[src/rtl/i2s_transmitter_param.sv]
// Stereo I2S transmitter: internal sclk/lrclk generation, one-entry holding register, MSB-first serialiser.
// Optional I2S_TX_UNDERRUN_HOLD_EN: on underrun, re-send the previously transmitted pair instead of zeros.
module i2s_transmitter_param #(
  parameter int DATA_W   = 24,
  parameter int SLOT_W   = 32,
  parameter int SCLK_DIV = 4
) (
  input  logic              mclk,
  input  logic              rst,
  input  logic              in_valid,
  output logic              in_ready,
  input  logic [DATA_W-1:0] in_left,
  input  logic [DATA_W-1:0] in_right,
  output logic              sclk,
  output logic              lrclk,
  output logic              sdout,
  output logic              underrun
);
  localparam int FRAME_W = 2 * SLOT_W;
  localparam int DIV_W   = $clog2(SCLK_DIV);
  localparam int BIT_W   = $clog2(FRAME_W);

  localparam logic [DIV_W-1:0] DIV_LAST  = DIV_W'(SCLK_DIV - 1);
  localparam logic [DIV_W-1:0] DIV_HALF  = DIV_W'(SCLK_DIV / 2 - 1);
  localparam logic [BIT_W-1:0] BIT_LAST  = BIT_W'(FRAME_W - 1);
  localparam logic [BIT_W-1:0] BIT_LEFT  = BIT_W'(0);
  localparam logic [BIT_W-1:0] BIT_MSB   = BIT_W'(1);
  localparam logic [BIT_W-1:0] BIT_RIGHT = BIT_W'(SLOT_W);

  logic [DIV_W-1:0]   div_cnt_q, div_cnt_d;
  logic [BIT_W-1:0]   bit_cnt_q, bit_cnt_d;
  logic               sclk_q, sclk_d;
  logic               lrclk_q, lrclk_d;
  logic               sdout_q, sdout_d;
  logic               underrun_q, underrun_d;
  logic               hold_full_q, hold_full_d;
  logic [DATA_W-1:0]  hold_left_q, hold_left_d;
  logic [DATA_W-1:0]  hold_right_q, hold_right_d;
  logic [FRAME_W-1:0] shift_q, shift_d;

  logic               fall_event;
  logic               frame_load;
  logic               accept;
  logic [DATA_W-1:0]  src_left, src_right;
  logic [FRAME_W-1:0] frame_word;

  // Samples sit left-justified in their slot; trailing slot bits are zero.
  function automatic logic [SLOT_W-1:0] to_slot(input logic [DATA_W-1:0] s);
    logic [SLOT_W-1:0] w;
    w = '0;
    w[SLOT_W-1 -: DATA_W] = s;
    return w;
  endfunction

  assign fall_event = (div_cnt_q == DIV_LAST);
  assign frame_load = fall_event && (bit_cnt_q == BIT_MSB);
  assign in_ready   = ~hold_full_q | frame_load;
  assign accept     = in_valid & in_ready;

`ifdef I2S_TX_UNDERRUN_HOLD_EN
  logic [DATA_W-1:0] last_left_q, last_right_q;

  always_ff @(posedge mclk) begin
    if (rst) begin
      last_left_q  <= '0;
      last_right_q <= '0;
    end else if (frame_load && hold_full_q) begin
      last_left_q  <= hold_left_q;
      last_right_q <= hold_right_q;
    end
  end
`endif

  always_comb begin
    src_left  = hold_left_q;
    src_right = hold_right_q;
    if (!hold_full_q) begin
`ifdef I2S_TX_UNDERRUN_HOLD_EN
      src_left  = last_left_q;
      src_right = last_right_q;
`else
      src_left  = '0;
      src_right = '0;
`endif
    end
  end

  assign frame_word = {to_slot(src_left), to_slot(src_right)};

  always_comb begin
    div_cnt_d    = fall_event ? '0 : div_cnt_q + DIV_W'(1);
    bit_cnt_d    = bit_cnt_q;
    sclk_d       = sclk_q;
    lrclk_d      = lrclk_q;
    sdout_d      = sdout_q;
    underrun_d   = 1'b0;
    shift_d      = shift_q;
    hold_full_d  = hold_full_q;
    hold_left_d  = hold_left_q;
    hold_right_d = hold_right_q;

    if (div_cnt_q == DIV_HALF) sclk_d = 1'b1;

    if (fall_event) begin
      sclk_d    = 1'b0;
      bit_cnt_d = (bit_cnt_q == BIT_LAST) ? '0 : bit_cnt_q + BIT_W'(1);
      if (bit_cnt_q == BIT_LEFT)  lrclk_d = 1'b0;
      if (bit_cnt_q == BIT_RIGHT) lrclk_d = 1'b1;
      // Load cycle drives the left MSB straight from the new frame word.
      if (frame_load) begin
        sdout_d    = frame_word[FRAME_W-1];
        shift_d    = frame_word << 1;
        underrun_d = ~hold_full_q;
      end else begin
        sdout_d = shift_q[FRAME_W-1];
        shift_d = shift_q << 1;
      end
    end

    // A same-cycle accept refills the register the load just drained.
    if (accept) begin
      hold_full_d  = 1'b1;
      hold_left_d  = in_left;
      hold_right_d = in_right;
    end else if (frame_load) begin
      hold_full_d = 1'b0;
    end
  end

  always_ff @(posedge mclk) begin
    if (rst) begin
      div_cnt_q    <= '0;
      bit_cnt_q    <= '0;
      sclk_q       <= 1'b0;
      lrclk_q      <= 1'b1;
      sdout_q      <= 1'b0;
      underrun_q   <= 1'b0;
      shift_q      <= '0;
      hold_full_q  <= 1'b0;
      hold_left_q  <= '0;
      hold_right_q <= '0;
    end else begin
      div_cnt_q    <= div_cnt_d;
      bit_cnt_q    <= bit_cnt_d;
      sclk_q       <= sclk_d;
      lrclk_q      <= lrclk_d;
      sdout_q      <= sdout_d;
      underrun_q   <= underrun_d;
      shift_q      <= shift_d;
      hold_full_q  <= hold_full_d;
      hold_left_q  <= hold_left_d;
      hold_right_q <= hold_right_d;
    end
  end

  assign sclk     = sclk_q;
  assign lrclk    = lrclk_q;
  assign sdout    = sdout_q;
  assign underrun = underrun_q;

endmodule

[config.mk]
export PLATFORM = sky130hd
export DESIGN_NAME = i2s_transmitter_param
export DESIGN_NICKNAME = d
export VERILOG_FILES = /design/src/rtl/i2s_transmitter_param.sv
export SDC_FILE = /design/constraint.sdc
export NUM_CORES = 1
export LEC_CHECK = 0
export BUFFER_PORTS_ARGS = -buffer_cell sky130_fd_sc_hd__buf_2
export CAP_MARGIN = 20
export CORE_ASPECT_RATIO = 1.2
export CORE_MARGIN = 2
export CORE_UTILIZATION = 45
export DETAILED_ROUTE_END_ITERATION = 16
export PLACE_DENSITY_LB_ADDON = 0.1
export REMOVE_ABC_BUFFERS = 1
export SETUP_SLACK_MARGIN = 0.05
export SLEW_MARGIN = 20
export SYNTH_ARGS = -nofsm -noshare
export SYNTH_HDL_FRONTEND = slang
export SYNTH_SLANG_ARGS = --single-unit
[constraint.sdc]
create_clock -name mclk -period 3.1 [get_ports mclk]
set_input_delay 0.62 -clock mclk [delete_from_list [all_inputs] [get_ports mclk]]
set_output_delay 0.62 -clock mclk [all_outputs]
set_load 0.05 [all_outputs]
---- After elaboration in Yosys (flattened, before gate mapping) ----
Cells that the tools add are included.
operators by class
  add/subtract/negate cells ............... 2
  multipliers ............................. 0
  div/mod/pow operators ................... 0
  magnitude comparators ................... 0
  equality and inequality tests ........... 5
  shift operators ......................... 0
  multiplexer cells ....................... 9
  bitwise operators ....................... 5
  reductions and logical operators ........ 7
operators by type and width
  operator                                                         number
  64-bit two-way mux                                               1
  24-bit two-way mux                                               2
  6-bit == test, second input constant                             2
  6-bit by 1-bit adder with 6-bit output, second input constant    1
  6-bit by 1-bit == test with 1-bit output, second input constant  1
  6-bit zero test                                                  1
  6-bit two-way mux                                                1
  1-bit two-way mux                                                5
  2-bit nonzero test                                               2
  1-bit NOT                                                        3
  3-bit OR reduction                                               1
  2-bit by 1-bit adder with 2-bit output, second input constant    1
  2-bit by 1-bit == test with 1-bit output, second input constant  1
  2-bit == test, second input constant                             1
  2-bit AND reduction                                              1
  2-bit OR reduction                                               1
  1-bit AND                                                        1
  1-bit logical AND                                                1
  1-bit bitwise OR                                                 1
storage, ports and cells
  register bits after elaboration ......... 125
  latch bits .............................. 0
  RAM bits ................................ 0
  bits in read-only memories .............. 0
  input bits .............................. 51
  memories kept ........................... 0

---- Logic depth before layout (Yosys ltp) ----
  word-level depth ........................ 5
  depth in mapped cells ................... 7
  depth with buffers taken out ............ 5

---- Worst setup path after synthesis ----
Ideal clock, no wire load.
  kind .................................... flip-flop to output port
  start point ............................. register div_cnt_q[0]
  end point ............................... output in_ready
  data arrival time ....................... 2.372 ns
  slack ................................... 0.108 ns
  stages on the path, launching flop included .. 6
  cells stage by stage .................... dfxtp_1 -> ha_1 -> or4b_1 -> buf_2 -> buf_2 -> o21ai_0
between the ends
  longest elaborated chain between the ends .. 3
ends and longest elaborated chain
  element                   RTL line  RTL
  start: declaration        30        logic [DIV_W-1:0] div_cnt_q, div_cnt_d;
  start signal: assignment  143       div_cnt_q <= div_cnt_d;
  2-bit == test             55        assign fall_event = (div_cnt_q == DIV_LAST);
  1-bit logical AND         56        assign frame_load = fall_event && (bit_cnt_q == BIT_MSB);
  1-bit bitwise OR          57        assign in_ready = ~hold_full_q | frame_load;
  end: declaration          11        output logic in_ready,
No other way between the ends.

---- Final worst setup path ----
Ends and elaborated chain as after synthesis.

==> flow_metrics.tcl <==
set metrics [dict create \
    ant_nets 0 \
    path_clk_slew_ns 0.05 \
    clock-sinks 116 \
    crit_required_ns 2.48 \
    fmax_ghz 0.354 \
    reg2reg_from "div_cnt_q[0]" \
    crit_path_end_kind "output pin" \
    vias_per_cell 5.30 \
    finalWirelength_mm 10.6 \
    multi_input_area_um2 2540 \
    cp-start-kind "flip-flop" \
    gr-total-overflow 0 \
    setup_violations 0 \
    criticalPathCategory "reg -> out" \
    clkPwrFrac 0.493 \
    grt_pass1_vias 4127 \
    total_power_mw 3.65 \
    drv_cap 0 \
    firstDrtPassIters 4 \
    cts_root_buf "clkbuf_16" \
    rows 42 \
    cts_tree "yes" \
    final_common_cell "nand2_1" \
    antenna_found_initial 0 \
    powerDensity_nw_per_um2 607 \
    outcome "finished clean" \
    synth-edff-count 0 \
    gp_congestion 0.762 \
    p_int_mw 2.81 \
    finalCritPeriodShare 0.912 \
    fillers 1066 \
    htreeDepth 4 \
    drive_above_1_share 0.195 \
    postCtsSetupBuffers 0 \
    switching_share 0.230 \
    cts_buffers 17 \
    power_frac_comb 0.077 \
    holdCritStartpoint "in_right[11]" \
    rsz0062_at_grt "no" \
    tightest_slew_ns 0.677 \
    period_minus_slack_ns 2.83 \
    pwr-share-seq 0.430 \
    power_leakage_nw 2.21 \
    die_w_um 102 \
    seq_area_um2 2320 \
    fin_skew_ns 0.00648 \
    nets 666 \
    cp_max_fo 5 \
    setup_ws_ns 0.273 \
    cp.arrival_ns 2.21 \
    die_y_um 121 \
    dp_hpwl_mm 6.34 \
    route.detailed.drc 0 \
    core_um2 11100 \
    io_pins 56 \
    irDropWorstVdd_mv 0.323 \
    synth-seq-cells 116 \
    post-place-ws_ns 0.681 \
    cts_resized 0 \
    die_area_um2 12300 \
    synthCells 583 \
    min_path_type "in -> reg" \
    mostFrequentLayoutCells "nand2_1 (146), dfxtp_1 (115), o211ai_1 (83)" \
    postSynth.asyncResetShare 0 \
    clock_latency_ns 0.41 \
    port_buffers 55 \
    vias 4109 \
    stdcell_count 775 \
    synthFlopType "dfxtp_1" \
    hold_buffers 0 \
    cts_max_path_buffers 2 \
    finalHoldViolCount 0 \
    wl_per_cell_um 13.7 \
    slew_viol_final 0 \
    start_util 0.464 \
    grt_pass1_wl_mm 18.7 \
    syn2layout_area_growth_pct 16.9 \
    cp-startpoint "div_cnt_q[0]" \
    max_slew_margin 0.549 \
    diodes 0 \
    ys_warn_count 0 \
    p_sw_mw 0.838 \
    grt_start_max_net_pins 64 \
    place_inst 745 \
    yosysSeqAreaShare 0.452 \
    dr.first_iter.drc_count 210 \
    synth_cell_types 33 \
    track_usage 0.189 \
    syn-cell-area_um2 5140 \
    syn_avg_cell_area_um2 8.82 \
]
==> state kept, by name (all words and copies together), names as in the netlist <==
register / flops
lrclk: 1
sdout: 1
div_cnt_q: 2
hold_full_q: 1
bit_cnt_q: 6
hold_left_q: 24
underrun: 1
shift_q: 55
hold_right_q: 24
sclk: 1
==> final cells by class <==
cell class | instances | share of cell area
well taps | 154 | 0.0320
clock buffers | 25 | 0.0824
multi-input cells | 400 | 0.423
flip-flops and latches | 116 | 0.386
clock inverters | 5 | 0.00832
inverters | 8 | 0.00499
repair buffers | 67 | 0.0629
==> kinds of logic (layout without fill, tap and decap cells) <==
kind of cell / after synthesis / in the layout / synth area share
adder cells (fa/ha/maj): 5 / 5 / 0.0122
multiplexers: 49 / 49 / 0.0954
flip-flops: 116 / 116 / 0.452
AND/OR/NAND/NOR: 222 / 222 / 0.186
XOR/XNOR: 3 / 3 / 0.00511
buffers and inverters: 67 / 105 / 0.0591
AO/OA/AOI/OAI: 121 / 121 / 0.191
==> cell usage after synthesis (all sizes together), types with 3 or more instances <==
cell,instances,area share
ha,5,0.012
nand4,3,0.0037
nand2,146,0.11
o211ai,102,0.17
nand2b,10,0.012
clkbuf,44,0.032
dfxtp,116,0.45
buf,15,0.021
nand3,48,0.047
inv,8,0.0058
a21oi,10,0.0097
nor2,5,0.0037
nor3,5,0.0058
mux2i,49,0.095
==> worst max-delay path, cell delays in order, from the launching register on <==
cell     delay, ns
dfxtp_1       0.36
ha_1          0.18
or4b_2        0.69
o21ai_0       0.26
buf_2         0.31
==> stage by stage <==
| step | utilization | area [um2] | setup TNS, ns | hold WS, ns |
|---|---|---|---|---|
| detailed placement | 0.493 | 5460 | 0 | 0.449 |
| global placement | 0.493 | 5460 | 0 | 0.443 |
| floorplan | - | 4870 | -132.04 | 0.428 |
| finish | 0.542 | 6010 | 0 | 0.456 |
| global route | 0.542 | 6010 | 0 | 0.445 |
| CTS | 0.542 | 6010 | 0 | 0.440 |
==> final timing paths <==
check	end	slack (ns)	cells after the start
setup reg to reg	hold_right_q[20]	0.85	5
setup / recovery	in_ready	0.27	4
hold / removal	hold_right_q[11]	0.46	3
hold reg to reg	hold_right_q[1]	0.46	2
==> power by group through the flow <==
stage	combinational [mW]	sequential [mW]	clock, mW
global route	0.313	1.57	1.91
CTS	0.285	1.57	1.84
global placement	0.277	1.60	0
floorplan	0.162	1.61	0
finish	0.280	1.57	1.80
detailed placement	0.284	1.60	0
==> per-layer routing <==
metal,track usage,up-vias,wire (um)
li1,-,2113,-
met1,0.235,1916,5050
met2,0.306,67,5040
met3,0.0565,13,387
met4,0.0709,0,140
met5,0,-,0
(Power assumes the default switching activity.)
